**src/rtl/hazard_scoreboard_pkg.sv**
```systemverilog
// hazard_scoreboard_pkg: instruction kinds and pipeline slot type shared by the scoreboard
package hazard_scoreboard_pkg;
    localparam logic [1:0] KIND_ALU  = 2'd0;
    localparam logic [1:0] KIND_LOAD = 2'd1;
    localparam logic [1:0] KIND_LONG = 2'd2;

    typedef struct packed {
        logic       valid;
        logic       wen;
        logic [4:0] rd;
        logic [1:0] kind;
    } slot_t;

    function automatic logic slot_writes(slot_t s);
        return s.valid & s.wen & (s.rd != 5'd0);
    endfunction
endpackage

```
**src/rtl/hazard_scoreboard_busy_table.sv**
```systemverilog
// hazard_scoreboard_busy_table: long-op busy bits with same-cycle completion bypass and outstanding count
module hazard_scoreboard_busy_table #(
    parameter int LONG_MAX = 2,
    parameter int NREG     = 32
) (
    input  logic                          i_clk,
    input  logic                          i_rst_n,
    input  logic                          i_set,
    input  logic [$clog2(NREG)-1:0]       i_set_rd,
    input  logic                          i_clr,
    input  logic [$clog2(NREG)-1:0]       i_clr_rd,
    output logic [NREG-1:0]               o_busy_eff,
    output logic [$clog2(LONG_MAX+1)-1:0] o_long_cnt
);
    localparam int CW = $clog2(LONG_MAX + 1);

    logic [NREG-1:0] r_busy, w_set_mask, w_clr_mask;
    logic [CW-1:0]   r_long_cnt;
    logic            w_clr_hit;

    always_comb begin
        w_set_mask = i_set ? NREG'(1) << i_set_rd : '0;
        w_clr_mask = i_clr ? NREG'(1) << i_clr_rd : '0;
        w_clr_hit  = |(r_busy & w_clr_mask);
        o_busy_eff = r_busy & ~w_clr_mask;
        o_long_cnt = r_long_cnt;
    end

    // set applied after clear: a new op to the same register outlives the old completion
    always_ff @(posedge i_clk) begin
        if (!i_rst_n) begin
            r_busy     <= '0;
            r_long_cnt <= '0;
        end else begin
            r_busy     <= o_busy_eff | w_set_mask;
            r_long_cnt <= r_long_cnt + CW'(i_set) - CW'(w_clr_hit);
        end
    end

    a_done_busy: assert property (@(posedge i_clk) disable iff (!i_rst_n) i_clr |-> w_clr_hit);
endmodule

```
**src/rtl/hazard_scoreboard.sv**
```systemverilog
// hazard_scoreboard: EX/MA/WB write-tag pipe and ID stall for hazards the bypass network cannot cover
module hazard_scoreboard
    import hazard_scoreboard_pkg::*;
#(
    parameter int LONG_MAX = 2,
    parameter int NREG     = 32
) (
    input  logic                          i_clk,
    input  logic                          i_rst_n,
    input  logic                          i_hold,
    input  logic                          i_flush,
    input  logic                          i_id_valid,
    input  logic [4:0]                    i_id_rs1,
    input  logic [4:0]                    i_id_rs2,
    input  logic [4:0]                    i_id_rd,
    input  logic                          i_id_wen,
    input  logic [1:0]                    i_id_kind,
    input  logic                          i_long_done,
    input  logic [4:0]                    i_long_rd,
    output logic                          o_id_stall,
    output logic [4:0]                    o_ex_rd,
    output logic [4:0]                    o_ma_rd,
    output logic [4:0]                    o_wb_rd,
    output logic [$clog2(LONG_MAX+1)-1:0] o_long_cnt
);
    localparam slot_t BUBBLE = '{valid: 1'b0, wen: 1'b0, rd: 5'd0, kind: KIND_ALU};

    slot_t           r_ex, r_ma, r_wb, w_id;
    logic [NREG-1:0] w_busy_eff;
    logic            w_ex_wr, w_ex_long, w_load_use, w_raw, w_waw, w_cap, w_issue, w_set;

    always_comb begin
        w_id       = '{valid: 1'b1, wen: i_id_wen, rd: i_id_rd, kind: i_id_kind};
        w_ex_wr    = slot_writes(r_ex);
        w_ex_long  = w_ex_wr & (r_ex.kind == KIND_LONG);
        w_load_use = w_ex_wr & (r_ex.kind != KIND_ALU) & ((i_id_rs1 == r_ex.rd) | (i_id_rs2 == r_ex.rd));
        w_raw      = w_busy_eff[i_id_rs1] | w_busy_eff[i_id_rs2];
        w_waw      = i_id_wen & w_busy_eff[i_id_rd];
        w_cap      = (i_id_kind == KIND_LONG) & (int'(o_long_cnt) + int'(w_ex_long) >= LONG_MAX);
        o_id_stall = i_id_valid & (i_hold | w_load_use | w_raw | w_waw | w_cap);
        w_issue    = i_id_valid & ~o_id_stall & ~i_flush;
        w_set      = ~i_hold & ~i_flush & w_ex_long;
        o_ex_rd    = w_ex_wr ? r_ex.rd : 5'd0;
        o_ma_rd    = slot_writes(r_ma) & (r_ma.kind != KIND_LONG) ? r_ma.rd : 5'd0;
        o_wb_rd    = slot_writes(r_wb) & (r_wb.kind != KIND_LONG) ? r_wb.rd : 5'd0;
    end

    // flush still kills EX during a hold; x0 never reaches the busy table so it never stalls
    always_ff @(posedge i_clk) begin
        if (!i_rst_n) begin
            r_ex <= BUBBLE;
            r_ma <= BUBBLE;
            r_wb <= BUBBLE;
        end else begin
            if (!i_hold) begin
                r_wb <= r_ma;
                r_ma <= i_flush ? BUBBLE : r_ex;
            end
            if (!i_hold || i_flush) r_ex <= w_issue ? w_id : BUBBLE;
        end
    end

    hazard_scoreboard_busy_table #(.LONG_MAX(LONG_MAX), .NREG(NREG)) u_busy (
        .i_clk      (i_clk),
        .i_rst_n    (i_rst_n),
        .i_set      (w_set),
        .i_set_rd   (r_ex.rd),
        .i_clr      (i_long_done),
        .i_clr_rd   (i_long_rd),
        .o_busy_eff (w_busy_eff),
        .o_long_cnt (o_long_cnt)
    );
endmodule

```
**config.mk**
```make
export PLATFORM = sky130hd
export DESIGN_NAME = hazard_scoreboard
export DESIGN_NICKNAME = d
export VERILOG_FILES = /design/src/rtl/hazard_scoreboard_pkg.sv /design/src/rtl/hazard_scoreboard_busy_table.sv /design/src/rtl/hazard_scoreboard.sv
export SDC_FILE = /design/constraint.sdc
export NUM_CORES = 1
export LEC_CHECK = 0
export CAP_MARGIN = 20
export CORE_MARGIN = 2
export CORE_UTILIZATION = 40
export DETAILED_ROUTE_END_ITERATION = 12
export MAX_ROUTING_LAYER = met4
export PLACE_DENSITY = 0.6
export SLEW_MARGIN = 0
export SYNTH_ARGS = -nofsm -noshare
export SYNTH_HDL_FRONTEND = slang
export SYNTH_HIERARCHICAL = 1
export SYNTH_SLANG_ARGS = --single-unit
```
**constraint.sdc**
```tcl
create_clock -name i_clk -period 7.8 [get_ports i_clk]
set_input_delay 0.78 -clock i_clk [delete_from_list [all_inputs] [get_ports i_clk]]
set_output_delay 0.78 -clock i_clk [all_outputs]
set_load 0.1 [all_outputs]
```
==> out/results.ini <==
[power_and_ir_drop]
p_leak_nw=1.76
combPwrFrac_pct=12.3
power_per_cell_area_mw_per_mm2=137
swShare_pct=26.0
vdd_drop_max_mv=0.112
seq_power_share_pct=45.5
p_int_mw=0.510
power_frac_clock_pct=42.2
p_sw_mw=0.179

[synthesis]
syn-num-nets=528
ys.flop_type=dfxtp_1
synth_largest_area_cell=dfxtp_1
synth_edf_count=0
yosys-top-cells-count=dfxtp_1 (61), nor2b_1 (54), a21oi_1 (42)
ys_top_cells_by_area=dfxtp_1 (28%), mux2i_1 (8.7%), nor2b_1 (7.7%)
ys_types=67
synth_warnings=6
synth.avg_cell_area_um2=8.83
ys_seq_area_share_pct=27.8
synthCells=497
ys_seq_elements=61
synth.most_common_cell=dfxtp_1
syn_area_mm2=0.00439
yosysTopAreaCellShare_pct=27.8
synthArstFlopShare_pct=0

[sta]
hold_violations=0
setup_viol=0
rsz0062_at_grt=false
post-route-period-util_pct=75.4
max_freq_mhz=170
maxSlewViolCount=0
tns_ns=0
finalClockSkew_ns=0.00995
tightestPinTransition_ns=0.974
relSlewSlack_pct=34.9
period_needed_ns=5.88

[cells_and_area]
post-route-util_pct=46.5
layout-drive-gt1-share_pct=10.8
nets=556
synthToLayoutAreaGrowth_pct=14.3
antenna_cells=0

[route]
num_vias=3881
ant_nets=0
routedWlPerCell_um=19.4
vias_per_cell=5.80
dr_wl_met3_um=807
drtIter0Drc=344
wl_um=13000
drcViolationCount=0
dr.pass1.iters=6
met2_length_um=5810
route.layer.met1.wl_um=5960
routed.top_layer=met4

[critical_path]
cpPeakStageDelay_ns=0.96
crit_type=in -> out
cp_max_fo=21
critPathRequiredTime_ns=7.02
crit_end=o_id_stall
cp-startpoint=i_long_rd[4]
crit_path_start_kind=primary input
r2r_start=r_ex[5]
worstRegToRegCells=7
slowest_stage=clkdlybuf4s50_1
end_kind=output port
worstPathCellList=clkdlybuf4s50_1 -> nor2b_1 -> nand2_1 -> o21a_1 -> mux4_2 -> nand2b_4 -> a41o_1 -> nor4_2 -> nand3_1 -> o21a_1 -> clkdlybuf4s50_1
r2r_end=u_busy/r_busy[7]
r2r_setup_slack_ns=4.91
cp.arrival_ns=5.10

[status]
status=finished, final reports clean

[global_route]
grt_util_all_layers_pct=23.8
grt_pass1_wl_um=20600
grt_max_degree=55
antenna_found_initial=0
grt_pass1_vias=3695
grt-ovfl-total=0

[clock_tree]
clock_sinks=61
hold_buffers=0
cts_tree=yes
cts_setup_buffers=0
clkSlewWorstSetupHoldPaths_ns=0.07
cts_resized=0
cts_max_path_buffers=2
htreeDepth=3
clock_latency_ns=0.36
numCtsBuffers=9
cts_root_buf=clkbuf_8

[floorplan]
rows=38
initial_core_util_pct=40.7
die-width_um=109
core_mm2=0.0108
ios=47
die-height_um=109
die_area_mm2=0.0118

[worst_hold_path]
whs_path_depth=2
hp-class=reg -> reg

[job]
cap_violations=0

[placed_design]
gp_congestion=0.898
io_buffers=46
dp_hpwl_um=9300

## logic make-up after synthesis
family,synth area share [%]
AOI/OAI and AO/OA,19.4
xor gates and xnor gates,2.39
adders and majority gates,0.570
buffers and inverters,7.47
DFF,27.8
muxes,17.5
and+or+nand+nor,24.9
## worst max-delay path, delay by kind of cell
kind	cells	cell delay [ns]
buf+inv	2	1.83
simple gates	5	1.32
compound gates	3	0.68
mux	1	0.48
## cell type report
type                    count  area [um^2]
multi-input cells         377         2840
well taps                 140          175
clock buffers              11          151
repair buffers             48          475
clock inverters             4         47.5
fillers                  1043         5780
flip-flops and latches     61         1220
inverters                  28          105
## power groups by stage
stage | registers [mW] | clock network (mW) | logic (mW)
after floorplan | 0.320 | 0 | 0.0600
after global placement | 0.321 | 0 | 0.0835
after detailed placement | 0.321 | 0 | 0.0840
final | 0.314 | 0.291 | 0.0847
after global routing | 0.314 | 0.311 | 0.0912
after CTS | 0.313 | 0.298 | 0.0843
## registers in the layout (all words and copies together), names as in the netlist
| signal | flops |
|---|---|
| u_busy/r_busy | 32 |
| r_ex | 9 |
| r_ma | 9 |
| r_wb | 9 |
| u_busy/o_long_cnt | 2 |
## worst min path at each step
stage	from	endpoint	slack [ns]
2_1_floorplan	r_ex[1]	r_ex[1]	0.46
5_1_grt	r_ex[1]	r_ex[1]	0.54
6_report	r_ex[1]	r_ex[1]	0.50
4_1_cts	r_ex[1]	r_ex[1]	0.50
3_5_place_dp	r_ex[1]	r_ex[1]	0.49
3_3_place_gp	r_ex[1]	r_ex[1]	0.48
## cell usage in the layout, fill, tap and decap left out, drive strengths merged, types with 3 or more instances in the layout
cell	netlist	final
dfxtp	61	61
nor2b	55	55
clkdlybuf4s50	0	46
a21oi	43	43
mux2i	38	38
o21a	34	34
inv	28	28
nand2	28	28
nor2	28	28
mux4	15	15
nand3	14	14
nor3b	11	11
clkbuf	13	11
and3	10	10
a31oi	8	8
o31ai	8	8
o21ai	8	8
and2	7	7
nand2b	7	7
xor2	6	6
nor3	6	6
xnor2	6	6
a22oi	5	5
o211ai	3	3
nand3b	3	3
mux2	3	3
nor4	3	3
## per-stage QoR
stage                     hold slack [ns]  std cells  setup slack, ns  area, um^2  power (mW)
after floorplan                     0.459        497             3.75        4390       0.380
after global placement              0.479        654             2.00        4820       0.404
after detailed placement            0.492        654             1.97        4820       0.405
after CTS                           0.501        669             1.97        5020       0.696
after global routing                0.536        669             1.72        5020       0.715
final                               0.504        669             1.92        5020       0.689
## per-layer routing
layer	track usage, %	up-vias
met4	9.71	0
met1	31.4	1845
met5	-	-
li1	-	1835
met3	4.84	38
met2	35.5	163
(Power assumes the default switching activity.)
